**src/rtl/sonar_ping_ctrl_if.sv**
```systemverilog
// -----------------------------------------------------------------------------
// sonar_ping_ctrl_if
// Groups the control, tone-feedback, echo and result signals of one sonar
// ping controller.
//   start, abort  : host requests (host -> controller)
//   wave          : tone generator output fed back (generator -> controller)
//   echo          : receiver comparator output, asynchronous (rx -> controller)
//   tone_en       : tone generator enable / active-low generator reset
//   busy, done    : ping in progress / one-cycle result-valid pulse
//   echo_hit, timeout, tof : result of the last ping
// Modports: slave = the controller, master = the host/bench side.
// -----------------------------------------------------------------------------
interface sonar_ping_ctrl_if #(
   parameter int TOF_W = 24
);
   logic             start;
   logic             abort;
   logic             wave;
   logic             echo;
   logic             tone_en;
   logic             busy;
   logic             done;
   logic             echo_hit;
   logic             timeout;
   logic [TOF_W-1:0] tof;

   modport slave (
      input  start, abort, wave, echo,
      output tone_en, busy, done, echo_hit, timeout, tof
   );

   modport master (
      output start, abort, wave, echo,
      input  tone_en, busy, done, echo_hit, timeout, tof
   );
endinterface

```
**src/rtl/sonar_ping_ctrl.sv**
```systemverilog
// -----------------------------------------------------------------------------
// sonar_ping_ctrl
// Sequences one sonar ping: enables the tone generator for BURST_CYCLES tone
// periods (counted on falling edges of the fed-back wave), blanks the receiver
// for BLANK_CLKS cycles while the transducer rings down, then measures the
// clock-cycle time of flight from burst start to the first synchronized echo
// rise, or reports a timeout at MAX_TOF_CLKS.
// Ports:
//   clk  : clock, all logic on the rising edge
//   rstn : asynchronous active-low reset
//   bus  : sonar_ping_ctrl_if.slave (start/abort/wave/echo in,
//          tone_en/busy/done/echo_hit/timeout/tof out)
// -----------------------------------------------------------------------------
module sonar_ping_ctrl #(
   parameter int BURST_CYCLES = 8,
   parameter int BLANK_CLKS   = 1000,
   parameter int MAX_TOF_CLKS = 1000000,
   parameter int TOF_W        = 24
) (
   input  logic                  clk,
   input  logic                  rstn,
   sonar_ping_ctrl_if.slave      bus
);

   // One counter is shared: it counts wave falls in BURST and cycles in BLANK.
   localparam int CNT_MAX = (BURST_CYCLES > BLANK_CLKS) ? BURST_CYCLES : BLANK_CLKS;
   localparam int CNT_W   = $clog2(CNT_MAX + 1);

   localparam logic [CNT_W-1:0] LAST_FALL  = CNT_W'(BURST_CYCLES - 1);
   localparam logic [CNT_W-1:0] LAST_BLANK = CNT_W'(BLANK_CLKS - 1);
   localparam logic [TOF_W-1:0] DEADLINE   = TOF_W'(MAX_TOF_CLKS - 1);

   typedef enum logic [2:0] {
      IDLE,
      BURST,
      BLANK,
      LISTEN,
      DONE
   } state_t;

   state_t           r_state;
   logic [TOF_W-1:0] r_t;
   logic [CNT_W-1:0] r_cnt;
   logic             r_wave_d;
   logic             r_s1, r_s2, r_s3;
   logic             r_tone_en;
   logic             r_busy;
   logic             r_done;
   logic             r_echo_hit;
   logic             r_timeout;
   logic [TOF_W-1:0] r_tof;

   logic             w_fall;
   logic             w_rise;

   assign w_fall = r_wave_d & ~bus.wave;
   assign w_rise = r_s2 & ~r_s3;

   // NOTE: every register in this block is updated with <= so that all of them
   // see the pre-edge values of each other; blocking = here would reorder the
   // synchronizer chain into a single flop.
   always_ff @(posedge clk or negedge rstn) begin
      if (!rstn) begin
         r_state    <= IDLE;
         r_t        <= '0;
         r_cnt      <= '0;
         r_wave_d   <= 1'b0;
         r_s1       <= 1'b0;
         r_s2       <= 1'b0;
         r_s3       <= 1'b0;
         r_tone_en  <= 1'b0;
         r_busy     <= 1'b0;
         r_done     <= 1'b0;
         r_echo_hit <= 1'b0;
         r_timeout  <= 1'b0;
         r_tof      <= '0;
      end else begin
         // Edge detectors run in every state; only LISTEN acts on the echo rise.
         r_wave_d <= bus.wave;
         r_s1     <= bus.echo;
         r_s2     <= r_s1;
         r_s3     <= r_s2;
         r_done   <= 1'b0;

         if (bus.abort) begin
            r_state    <= IDLE;
            r_tone_en  <= 1'b0;
            r_busy     <= 1'b0;
            r_t        <= '0;
            r_cnt      <= '0;
            r_echo_hit <= 1'b0;
            r_timeout  <= 1'b0;
            r_tof      <= '0;
         end else begin
            case (r_state)
               IDLE: begin
                  r_t   <= '0;
                  r_cnt <= '0;
                  if (bus.start) begin
                     r_state    <= BURST;
                     r_tone_en  <= 1'b1;
                     r_busy     <= 1'b1;
                     r_echo_hit <= 1'b0;
                     r_timeout  <= 1'b0;
                     r_tof      <= '0;
                  end
               end

               BURST: begin
                  r_t <= r_t + 1'b1;
                  if (w_fall) begin
                     if (r_cnt == LAST_FALL) begin
                        r_state   <= BLANK;
                        r_tone_en <= 1'b0;
                        r_cnt     <= '0;
                     end else begin
                        r_cnt <= r_cnt + 1'b1;
                     end
                  end
               end

               BLANK: begin
                  r_t <= r_t + 1'b1;
                  if (r_cnt == LAST_BLANK) begin
                     r_state <= LISTEN;
                     r_cnt   <= '0;
                  end else begin
                     r_cnt <= r_cnt + 1'b1;
                  end
               end

               LISTEN: begin
                  // Echo is tested first so it wins over a coincident deadline.
                  // t is not advanced on the exit edge, so it never exceeds
                  // MAX_TOF_CLKS-1 and cannot wrap even when 2^TOF_W equals it.
                  if (w_rise) begin
                     r_state    <= DONE;
                     r_tof      <= r_t;
                     r_echo_hit <= 1'b1;
                     r_done     <= 1'b1;
                  end else if (r_t == DEADLINE) begin
                     r_state   <= DONE;
                     r_tof     <= '0;
                     r_timeout <= 1'b1;
                     r_done    <= 1'b1;
                  end else begin
                     r_t <= r_t + 1'b1;
                  end
               end

               DONE: begin
                  r_state <= IDLE;
                  r_busy  <= 1'b0;
               end

               default: begin
                  r_state   <= IDLE;
                  r_tone_en <= 1'b0;
                  r_busy    <= 1'b0;
               end
            endcase
         end
      end
   end

   assign bus.tone_en  = r_tone_en;
   assign bus.busy     = r_busy;
   assign bus.done     = r_done;
   assign bus.echo_hit = r_echo_hit;
   assign bus.timeout  = r_timeout;
   assign bus.tof      = r_tof;

endmodule

```
**src/flat_wrapper.sv**
```systemverilog
// flat-port wrapper written by rule: the top's interface ports become plain ports
module sonar_ping_ctrl_flat 
#(
   parameter int BURST_CYCLES = 8,
   parameter int BLANK_CLKS   = 1000,
   parameter int MAX_TOF_CLKS = 1000000,
   parameter int TOF_W        = 24
)
  (clk, rstn, bus_start, bus_abort, bus_wave, bus_echo, bus_tone_en, bus_busy, bus_done, bus_echo_hit, bus_timeout, bus_tof);
  sonar_ping_ctrl_if #(.TOF_W(TOF_W)) bus_i ();
  input  logic clk;
  input  logic rstn;
  input wire logic [$bits(bus_i.start)-1:0] bus_start;
  input wire logic [$bits(bus_i.abort)-1:0] bus_abort;
  input wire logic [$bits(bus_i.wave)-1:0] bus_wave;
  input wire logic [$bits(bus_i.echo)-1:0] bus_echo;
  output wire logic [$bits(bus_i.tone_en)-1:0] bus_tone_en;
  output wire logic [$bits(bus_i.busy)-1:0] bus_busy;
  output wire logic [$bits(bus_i.done)-1:0] bus_done;
  output wire logic [$bits(bus_i.echo_hit)-1:0] bus_echo_hit;
  output wire logic [$bits(bus_i.timeout)-1:0] bus_timeout;
  output wire logic [$bits(bus_i.tof)-1:0] bus_tof;
  assign bus_i.start = bus_start;
  assign bus_i.abort = bus_abort;
  assign bus_i.wave = bus_wave;
  assign bus_i.echo = bus_echo;
  assign bus_tone_en = bus_i.tone_en;
  assign bus_busy = bus_i.busy;
  assign bus_done = bus_i.done;
  assign bus_echo_hit = bus_i.echo_hit;
  assign bus_timeout = bus_i.timeout;
  assign bus_tof = bus_i.tof;
  sonar_ping_ctrl #(.BURST_CYCLES(BURST_CYCLES), .BLANK_CLKS(BLANK_CLKS), .MAX_TOF_CLKS(MAX_TOF_CLKS), .TOF_W(TOF_W)) u_core (.clk(clk), .rstn(rstn), .bus(bus_i));
endmodule
```
**config.mk**
```make
export PLATFORM = sky130hd
export DESIGN_NAME = sonar_ping_ctrl_flat
export DESIGN_NICKNAME = d
export VERILOG_FILES = /design/src/rtl/sonar_ping_ctrl_if.sv /design/src/rtl/sonar_ping_ctrl.sv /design/src/flat_wrapper.sv
export SDC_FILE = /design/constraint.sdc
export NUM_CORES = 1
export LEC_CHECK = 0
export CORE_MARGIN = 2
export CORE_UTILIZATION = 35
export DETAILED_ROUTE_END_ITERATION = 10
export HOLD_SLACK_MARGIN = 0.05
export PLACE_DENSITY = 0.51
export SYNTH_ARGS = -nofsm -noshare
export SYNTH_HDL_FRONTEND = slang
export SYNTH_SLANG_ARGS = --single-unit
```
**constraint.sdc**
```tcl
create_clock -name clk -period 2 [get_ports clk]
set_input_delay 0.5 -clock clk [delete_from_list [all_inputs] [get_ports clk]]
set_output_delay 0.5 -clock clk [all_outputs]
set_load 0.1 [all_outputs]
```
**Word level (Yosys, flattened, before mapping)**

Index checks and enable logic that the tools add are counted.

- Memories: 0
- Output and inout bits: 29
- Word-level logic and storage cells: 93
- Bits in latches: 0
- Bits in read-only memories: 0
- RAM bits: 0
- Input bits: 6
- Register bits: 70

- Equality and inequality tests: 18
- Shift operators: 0
- Bitwise operators: 4
- Reduce and logical (&&, ||, !) cells: 15
- Div/mod/pow operators: 0
- $lt $le $gt $ge: 0
- Add/subtract/negate cells: 2
- Multipliers: 0
- Muxes and demuxes: 41

Operators by type and width:

| operator | number |
|---|---|
| two-way mux 24 bit | 7 |
| case mux 24 bit (3 select lines) | 1 |
| case mux 24 bit (2 select lines) | 1 |
| two-way mux 10 bit | 4 |
| case mux 10 bit (3 select lines) | 1 |
| adder 24 x 1 -> 24 bit (second input constant) | 1 |
| == test 24 x 20 -> 1 bit (second input constant) | 1 |
| two-way mux 3 bit | 7 |
| two-way mux 1 bit | 15 |
| inequality test 3 x 2 -> 1 bit (second input constant) | 5 |
| case mux 3 bit (4 select lines) | 1 |
| adder 10 x 1 -> 10 bit (second input constant) | 1 |
| == test 10 bit (second input constant) | 1 |
| == test 10 x 3 -> 1 bit (second input constant) | 1 |
| inequality test 3 bit (second input constant) | 3 |
| AND reduction 3 bit | 3 |
| AND reduction 4 bit | 2 |
| nonzero test 4 bit | 2 |
| == test 3 x 2 -> 1 bit (second input constant) | 2 |
| case mux 1 bit (2 select lines) | 3 |
| OR reduction 3 bit | 2 |
| AND reduction 5 bit | 1 |
| inequality test 2 x 1 -> 1 bit (second input constant) | 2 |
| inequality test 4 x 2 -> 1 bit (second input constant) | 1 |
| 9 further kinds | 12 |

**Depth between registers and ports, before layout**

Gate-level depths: netlist of the first run.

- Word-level depth: 5
- Gate-level depth with buffers: 9
- Depth with buffers taken out: 6

**Least setup slack after synthesis of the first run**

Ideal clock, no wire load.

- Path type: register to register
- Start point: register u_core.r_t[21]
- End point: register u_core.r_t[5]
- Data arrival time: 2040 ps
- Setup time: 125 ps
- Buffers on the path: 2
- Slack: -165 ps
- Stages on the path, launching flop included: 8
- Data required time: 1875 ps
- Period minus slack after synthesis: 2165 ps
- Cell sequence: dfrtp_1 or4_1 or3_4 or3_4 buf_6 buf_8 a31oi_4 a21oi_2

- Word-level cells in the longest chain between the ends: 3

RTL lines:

| element | RTL line | RTL |
|---|---|---|
| start: declaration | sonar_ping_ctrl.sv:42 | `logic [TOF_W-1:0] r_t;` |
| start signal: assignment | sonar_ping_ctrl.sv:110 | `r_t <= r_t + 1'b1;` |
| start signal: assignment | sonar_ping_ctrl.sv:123 | `r_t <= r_t + 1'b1;` |
| start signal: assignment | sonar_ping_ctrl.sv:147 | `r_t <= r_t + 1'b1;` |
| == test 24 x 20 -> 1 bit | sonar_ping_ctrl.sv:141 | `end else if (r_t == DEADLINE) begin` |
| inequality test 3 bit (no line) | -- |  |
| AND reduction 3 bit (no line) | -- |  |

No other way between the ends.
A chain may end at the register's enable or synchronous reset.

**Worst setup path in the final report of the first run**

- Start point: register u_core.r_t[21]
- End point: register u_core.r_t[23]

- Word-level cells in the longest chain between the ends: 5
- Elaborated cells between the ends (all ways): 8
- Classes of those cells: 1 x add/sub; 2 x eq/ne; 4 x mux; 1 x reduce/logical

RTL lines:

| element | RTL line | RTL |
|---|---|---|
| adder 24 x 1 -> 24 bit | sonar_ping_ctrl.sv:110, sonar_ping_ctrl.sv:123, sonar_ping_ctrl.sv:147 |  |
| two-way mux 24 bit | sonar_ping_ctrl.sv:141 |  |
| two-way mux 24 bit | sonar_ping_ctrl.sv:136 | `if (w_rise) begin` |
| case mux 24 bit (3 select lines) | sonar_ping_ctrl.sv:95 | `case (r_state)` |
| two-way mux 24 bit | sonar_ping_ctrl.sv:85 | `if (bus.abort) begin` |

Parallel ways exist; a longest one is shown, timed or not. The select of a mux whose other input is x is not followed.

==> results of run 1 <==
==> report_power, final <==
group / switching [mW] / total (mW) / internal, mW
sequential: 0.0607 / 1.54 / 1.48
combinational: 0.662 / 1.13 / 0.472
clock: 0.545 / 1.28 / 0.734
total: 1.27 / 3.95 / 2.68
==> cell families (layout without fill, tap and decap cells) <==
family,count (synthesis),count (layout),share of synthesized area [%]
compound gates,115,115,24.7
buf+inv,26,135,3.60
fa+ha+maj,2,2,0.721
flops,70,70,50.5
mux,3,3,0.901
simple gates,122,123,19.6
==> final timing paths <==
check / from / cells after the start / endpoint
max: u_core.r_t[21] / 5 / u_core.r_t[23]
min in group clk: u_core.r_s1 / 0 / u_core.r_s2
max reg2reg: u_core.r_t[21] / 5 / u_core.r_t[23]
min: rstn / 2 / u_core.r_cnt[8]
min reg2reg: u_core.r_s1 / 0 / u_core.r_s2
max in group asynchronous: rstn / 2 / u_core.r_t[17]
==> through the flow <==
stage | instance area [um^2] | TNS (ns) | power [mW]
finish | 5160 | -6.25 | 3.95
CTS | 5060 | -5.56 | 3.93
floorplan | 3480 | -4.41 | 2.18
detailed placement | 4760 | -16.49 | 2.60
global placement | 4760 | -15.43 | 2.59
global route | 5160 | -9.15 | 4.16
==> cells in the mapped netlist, types with 2 or more instances <==
cell and instances:
dfrtp_1 70, a22o_1 31, nor2_1 26, nand2_1 20
a31oi_1 17, o21ai_0 16, o31ai_1 16, clkbuf_1 11
nand3_1 11, nand4_1 10, a21oi_1 8, and3_1 8
buf_2 7, nor2b_1 7, nor3_1 6, inv_1 5
nand3b_1 5, nor4_1 5, and2_1 4, o211ai_1 4
and4_1 3, nand4bb_1 3, a211o_1 2, a41oi_1 2
ha_1 2, mux2i_1 2, nand2b_1 2, o21a_1 2
o22ai_1 2, o31a_1 2, o41ai_1 2, or2_2 2
or3_4 2, or4_1 2
==> final cells by class <==
class                   instances  area, um^2  area share, %
flip-flops and latches         70        1750           34.0
multi-input cells             243        1720           33.3
repair buffers                114        1290           25.0
well taps                     133         166           3.23
clock buffers                  12         145           2.81
clock inverters                 4        70.1           1.36
inverters                       5        18.8          0.364
==> repair_timing <==
item	4_1_cts	5_1_grt
setup buffers	3	2
pin swaps	6	13
resized for setup	9	20
endpoints found under the setup margin	53	58
gates cloned	1	0
==> registers in the layout, indices dropped and copies added (netlist names) <==
register and cells:
u_core.bus.busy 1, u_core.r_s3 1, u_core.bus.timeout 1, u_core.bus.tof 24, u_core.r_s2 1, u_core.bus.echo_hit 1, u_core.r_t 24, u_core.r_cnt 10
u_core.r_wave_d 1, u_core.bus.done 1, u_core.r_state 3, u_core.r_s1 1, u_core.bus.tone_en 1
==> routing by layer <==
metal	share of wire (%)	up-vias
met3	3.5	12
met4	1.5	0
met1	45	1518
met5	0	-
li1	-	1520
met2	50	57
==> impl_metrics.py, run 1 <==
metrics = {
    "route": {
        "post_drt_via_cell_ratio": 5.35,
        "first_pass_iters": 4,
        "vias": 3107,
        "drtAntennaViolNets": 0,
        "drtIter0Drc": 109,
        "drc": 0,
        "routed_wl_um": 9190,
        "avgRoutedWirePerCell_um": 15.8,
    },
    "die": {
        "die_area_mm2": 0.0107,
        "die_w_um": 104,
        "dieHeight_um": 104,
        "io_pins": 35,
        "core_area_mm2": 0.00968,
        "start_util_pct": 35.8,
        "rows": 36,
    },
    "clock_network": {
        "h-tree-depth": 3,
        "cts_sinks": 70,
        "cts_tree": "yes",
        "cts-hold-fix-buffers": 0,
        "cts_buffer_depth": 2,
        "cts-root-buf": "clkbuf_8",
        "insertion_delay_ns": 0.35,
        "cts_buffers": 9,
        "clk_pin_slew_ns": 0.08,
    },
    "critical_path": {
        "r2r_slack_ns": -0.24,
        "slowest_delay_ns": 0.54,
        "start_kind": "flop",
        "critical_path.most_common_cell": "or3_4",
        "cp_max_fo": 5,
        "cp.arrival_ns": 2.48,
        "cp_num_buf_inv": 0,
        "crit_path_cell_trace": "or4_1 -> or3_4 -> or3_4 -> and4_1 -> a221o_1",
        "crit_family": "simple AND/OR/NAND/NOR gates",
        "end_kind": "flop",
        "required_ns": 2.24,
        "critPathSlowestCell": "or4_1",
        "worstSetupPathType": "flop to flop",
    },
    "final_layout": {
        "fin_util_pct": 53.3,
        "layout-drive-gt1-share_pct": 33.0,
        "diodes": 0,
        "layout_common_cells": "buf_4, dfrtp_1, buf_12",
        "nets": 451,
        "fillCellCount": 861,
        "layout_commonest_cell": "buf_4",
        "finalNonFillerCells": 581,
        "area_growth_pct": 48.6,
    },
    "placed_design": {
        "numPortBuffers": 34,
        "gp_congestion": 0.796,
        "post-place-ws_ns": -0.366,
        "place_hpwl_um": 6390,
        "placed_cells": 559,
    },
    "timing": {
        "timing.final.ws_setup_ns": -0.241,
        "finalCriticalPeriod_ns": 2.24,
        "rsz0062_at_grt": "true",
        "fin_crit_sh_pct": 112,
        "finalHoldViolations": 0,
        "clock_skew_ns": 0.00986,
        "setup_viol": 48,
        "tightestPinTransition_ns": 0.380,
        "slew_headroom_pct": 74.5,
        "holdWs_ns": 0.160,
        "fmax_ghz": 0.446,
        "final_max_slew_viol_count": 0,
    },
    "logic_synthesis": {
        "synth_ff_type": "dfrtp_1",
        "ys_top_cells_by_area": "dfrtp_1, a22o_1, o31ai_1, a31oi_1, nor2_1",
        "synth_top_area_share_pct": 50.5,
        "syn_area_per_cell_um2": 10.3,
        "ys_seq_area_share_pct": 50.5,
        "synth.ff_latch_count": 70,
        "yosys.area.top_type": "dfrtp_1",
        "synth_area_mm2": 0.00347,
        "synth_edf_count": 0,
        "synth_nets": 346,
        "yosysWarningCount": 0,
        "async_flop_share_pct": 100,
        "yosysUniqueCellTypes": 55,
        "synthCells": 338,
    },
    "grt": {
        "grt-busiest-layer": "met2",
        "antenna_found_initial": 0,
        "use_met3_pct": 4.59,
        "grt-ovfl-total": 0,
        "use_met1_pct": 23.0,
        "grt_pass1_vias": 3218,
        "gr-usage-met2_pct": 31.1,
        "grt_usage_pct": 18.4,
        "grt_start_max_net_pins": 71,
        "grt_pass1_wl_um": 16000,
    },
    "pwr": {
        "peakVddDrop_mv": 0.768,
        "power_density_mw_per_mm2": 766,
        "p_leak_nw": 2.37,
    },
    "status": {
        "violations": "negative setup slack",
        "status": "complete, but fails checks",
    },
    "job": {
        "drv_cap": 0,
    },
    "min_path": {
        "hold_path.class": "primary input to async pin",
    },
}
Power figures use the tool's default switching activity.
==> inputs of run 2 (changes only) <==
--- a/config.mk
+++ b/config.mk
@@ -6,10 +6,10 @@
 export NUM_CORES = 1
 export LEC_CHECK = 0
 export CORE_MARGIN = 2
-export CORE_UTILIZATION = 35
+export CORE_UTILIZATION = 51
 export DETAILED_ROUTE_END_ITERATION = 10
 export HOLD_SLACK_MARGIN = 0.05
-export PLACE_DENSITY = 0.51
+export PLACE_DENSITY = 0.72
 export SYNTH_ARGS = -nofsm -noshare
 export SYNTH_HDL_FRONTEND = slang
 export SYNTH_SLANG_ARGS = --single-unit
==> run 2 against run 1 <==
Count of clock-buffer cells in the layout is 1 higher. Global-route usage rose by 7.1 points. Fmax is 0.50% higher. Worst hold slack gained 0.011 ns. Clock skew shrank 0.0038 ns. Register-to-register slack is essentially flat. Final cell count shrank 10%. First-iteration DRC count rose by 110%. Highest routed layer unchanged. Die area fell by 30%. The run still ends with negative setup slack left. Critical path depth increased by 1.
==> impl_metrics.py, run 2 (synthesized netlist as in run 1, its figures left out) <==
metrics = {
    "timing": {
        "finalCriticalPeriod_ns": 2.23,
        "clock_skew_ns": 0.00604,
        "setup_viol": 48,
        "finalHoldViolations": 0,
        "fmax_ghz": 0.449,
        "timing.final.ws_setup_ns": -0.229,
        "slew_headroom_pct": 60.2,
        "tightestPinTransition_ns": 0.595,
        "final_max_slew_viol_count": 0,
        "fin_crit_sh_pct": 111,
        "rsz0062_at_grt": "true",
        "holdWs_ns": 0.170,
    },
    "final_layout": {
        "diodes": 0,
        "area_growth_pct": 41.4,
        "layout-drive-gt1-share_pct": 31.6,
        "finalNonFillerCells": 520,
        "layout_commonest_cell": "buf_4",
        "nets": 445,
        "layout_common_cells": "buf_4, dfrtp_1, a22o_1",
    },
    "pwr": {
        "p_leak_nw": 2.28,
        "peakVddDrop_mv": 0.896,
        "power_density_mw_per_mm2": 743,
    },
    "route": {
        "routed_wl_um": 8900,
        "first_pass_iters": 5,
        "drtIter0Drc": 230,
        "vias": 3212,
        "avgRoutedWirePerCell_um": 17.1,
        "drtAntennaViolNets": 0,
        "post_drt_via_cell_ratio": 6.18,
        "drc": 0,
    },
    "placed_design": {
        "place_hpwl_um": 6060,
        "gp_congestion": 0.914,
        "placed_cells": 500,
        "numPortBuffers": 34,
    },
    "die": {
        "io_pins": 35,
        "dieHeight_um": 86.5,
        "rows": 30,
        "start_util_pct": 51.9,
        "die_w_um": 86.5,
        "die_area_mm2": 0.00748,
        "core_area_mm2": 0.00668,
    },
    "critical_path": {
        "worstSetupPathType": "flop to flop",
        "required_ns": 2.20,
        "start_kind": "flop",
        "end_kind": "flop",
        "cp_max_fo": 20,
        "cp.arrival_ns": 2.43,
    },
    "grt": {
        "grt-ovfl-total": 0,
        "grt_pass1_vias": 3141,
        "grt_usage_pct": 25.5,
        "antenna_found_initial": 0,
        "grt_pass1_wl_um": 15000,
        "grt_start_max_net_pins": 71,
    },
    "clock_network": {
        "cts_buffer_depth": 2,
        "clk_pin_slew_ns": 0.07,
        "cts_sinks": 70,
        "h-tree-depth": 3,
        "cts_buffers": 9,
        "cts-root-buf": "clkbuf_8",
        "cts_tree": "yes",
        "insertion_delay_ns": 0.35,
    },
    "status": {
        "violations": "negative setup slack",
        "status": "complete, but fails checks",
    },
    "min_path": {
        "hold_path.class": "primary input to async pin",
    },
    "job": {
        "drv_cap": 0,
    },
}
## run 2: through the flow
stage	cell area (um^2)	setup slack (ns)	utilization, %	setup TNS, ns	total power [mW]
after floorplan	3480	-0.164	-	-4.41	2.18
after global placement	4630	-0.349	69.2	-16.21	2.52
after detailed placement	4630	-0.400	69.2	-17.50	2.55
after CTS	4840	-0.193	72.5	-6.55	3.61
after global routing	4910	-0.257	73.4	-10.28	3.82
final	4910	-0.229	73.4	-7.39	3.65
## run 2: cell type report
class	instances	area, um^2
Clock inverter	1	5.00
Multi-Input combinational cell	242	1650
Fill cell	465	1770
Tap cell	80	100
Sequential cell	70	1750
Timing Repair Buffer	109	1210
Inverter	5	18.8
Clock buffer	13	169
## run 2: worst max-delay path: stages (launching register included)
cell     delay [ns]
dfrtp_1        0.40
or4_4          0.52
or3_4          0.37
or3_4          0.35
buf_12         0.17
a41oi_2        0.19
a31oi_1        0.07
## run 2: path summary, 6_finish.rpt
kind | startpoint | to | slack, ns | depth (start not counted)
worst max-delay path | u_core.r_t[8] | u_core.r_t[20] | -0.23 | 6
worst max register to register | u_core.r_t[8] | u_core.r_t[20] | -0.23 | 6
worst min-delay path | rstn | u_core.bus.tof[11] | 0.17 | 2
worst min register to register | u_core.r_s1 | u_core.r_s2 | 0.36 | 0
min in group clk | u_core.r_s1 | u_core.r_s2 | 0.36 | 0
max in group asynchronous | rstn | u_core.bus.echo_hit | 1.54 | 2
## run 2: what timing repair did
item,CTS,global route
setup buffers,2,3
setup endpoints to repair,55,59
gates cloned,0,1
pin swaps,3,2
resized for setup,7,8
hold buffers,0,0
## run 2: routing by layer
layer / vias up / GRT usage, % / wire [um] / share of wire, %
met5: - / 0 / 0 / 0
met4: 0 / 10.7 / 168 / 1.9
met3: 19 / 3.81 / 365 / 4.1
met2: 105 / 42.4 / 4550 / 51
met1: 1583 / 33.4 / 3810 / 43
li1: 1505 / - / - / -
## run 2: where the power goes
part / internal (mW) / switching (mW) / leakage, nW
combinational: 0.420 / 0.623 / 1.22
clock: 0.537 / 0.510 / 0.0914
sequential: 1.48 / 0.0815 / 0.963
total: 2.43 / 1.21 / 2.28
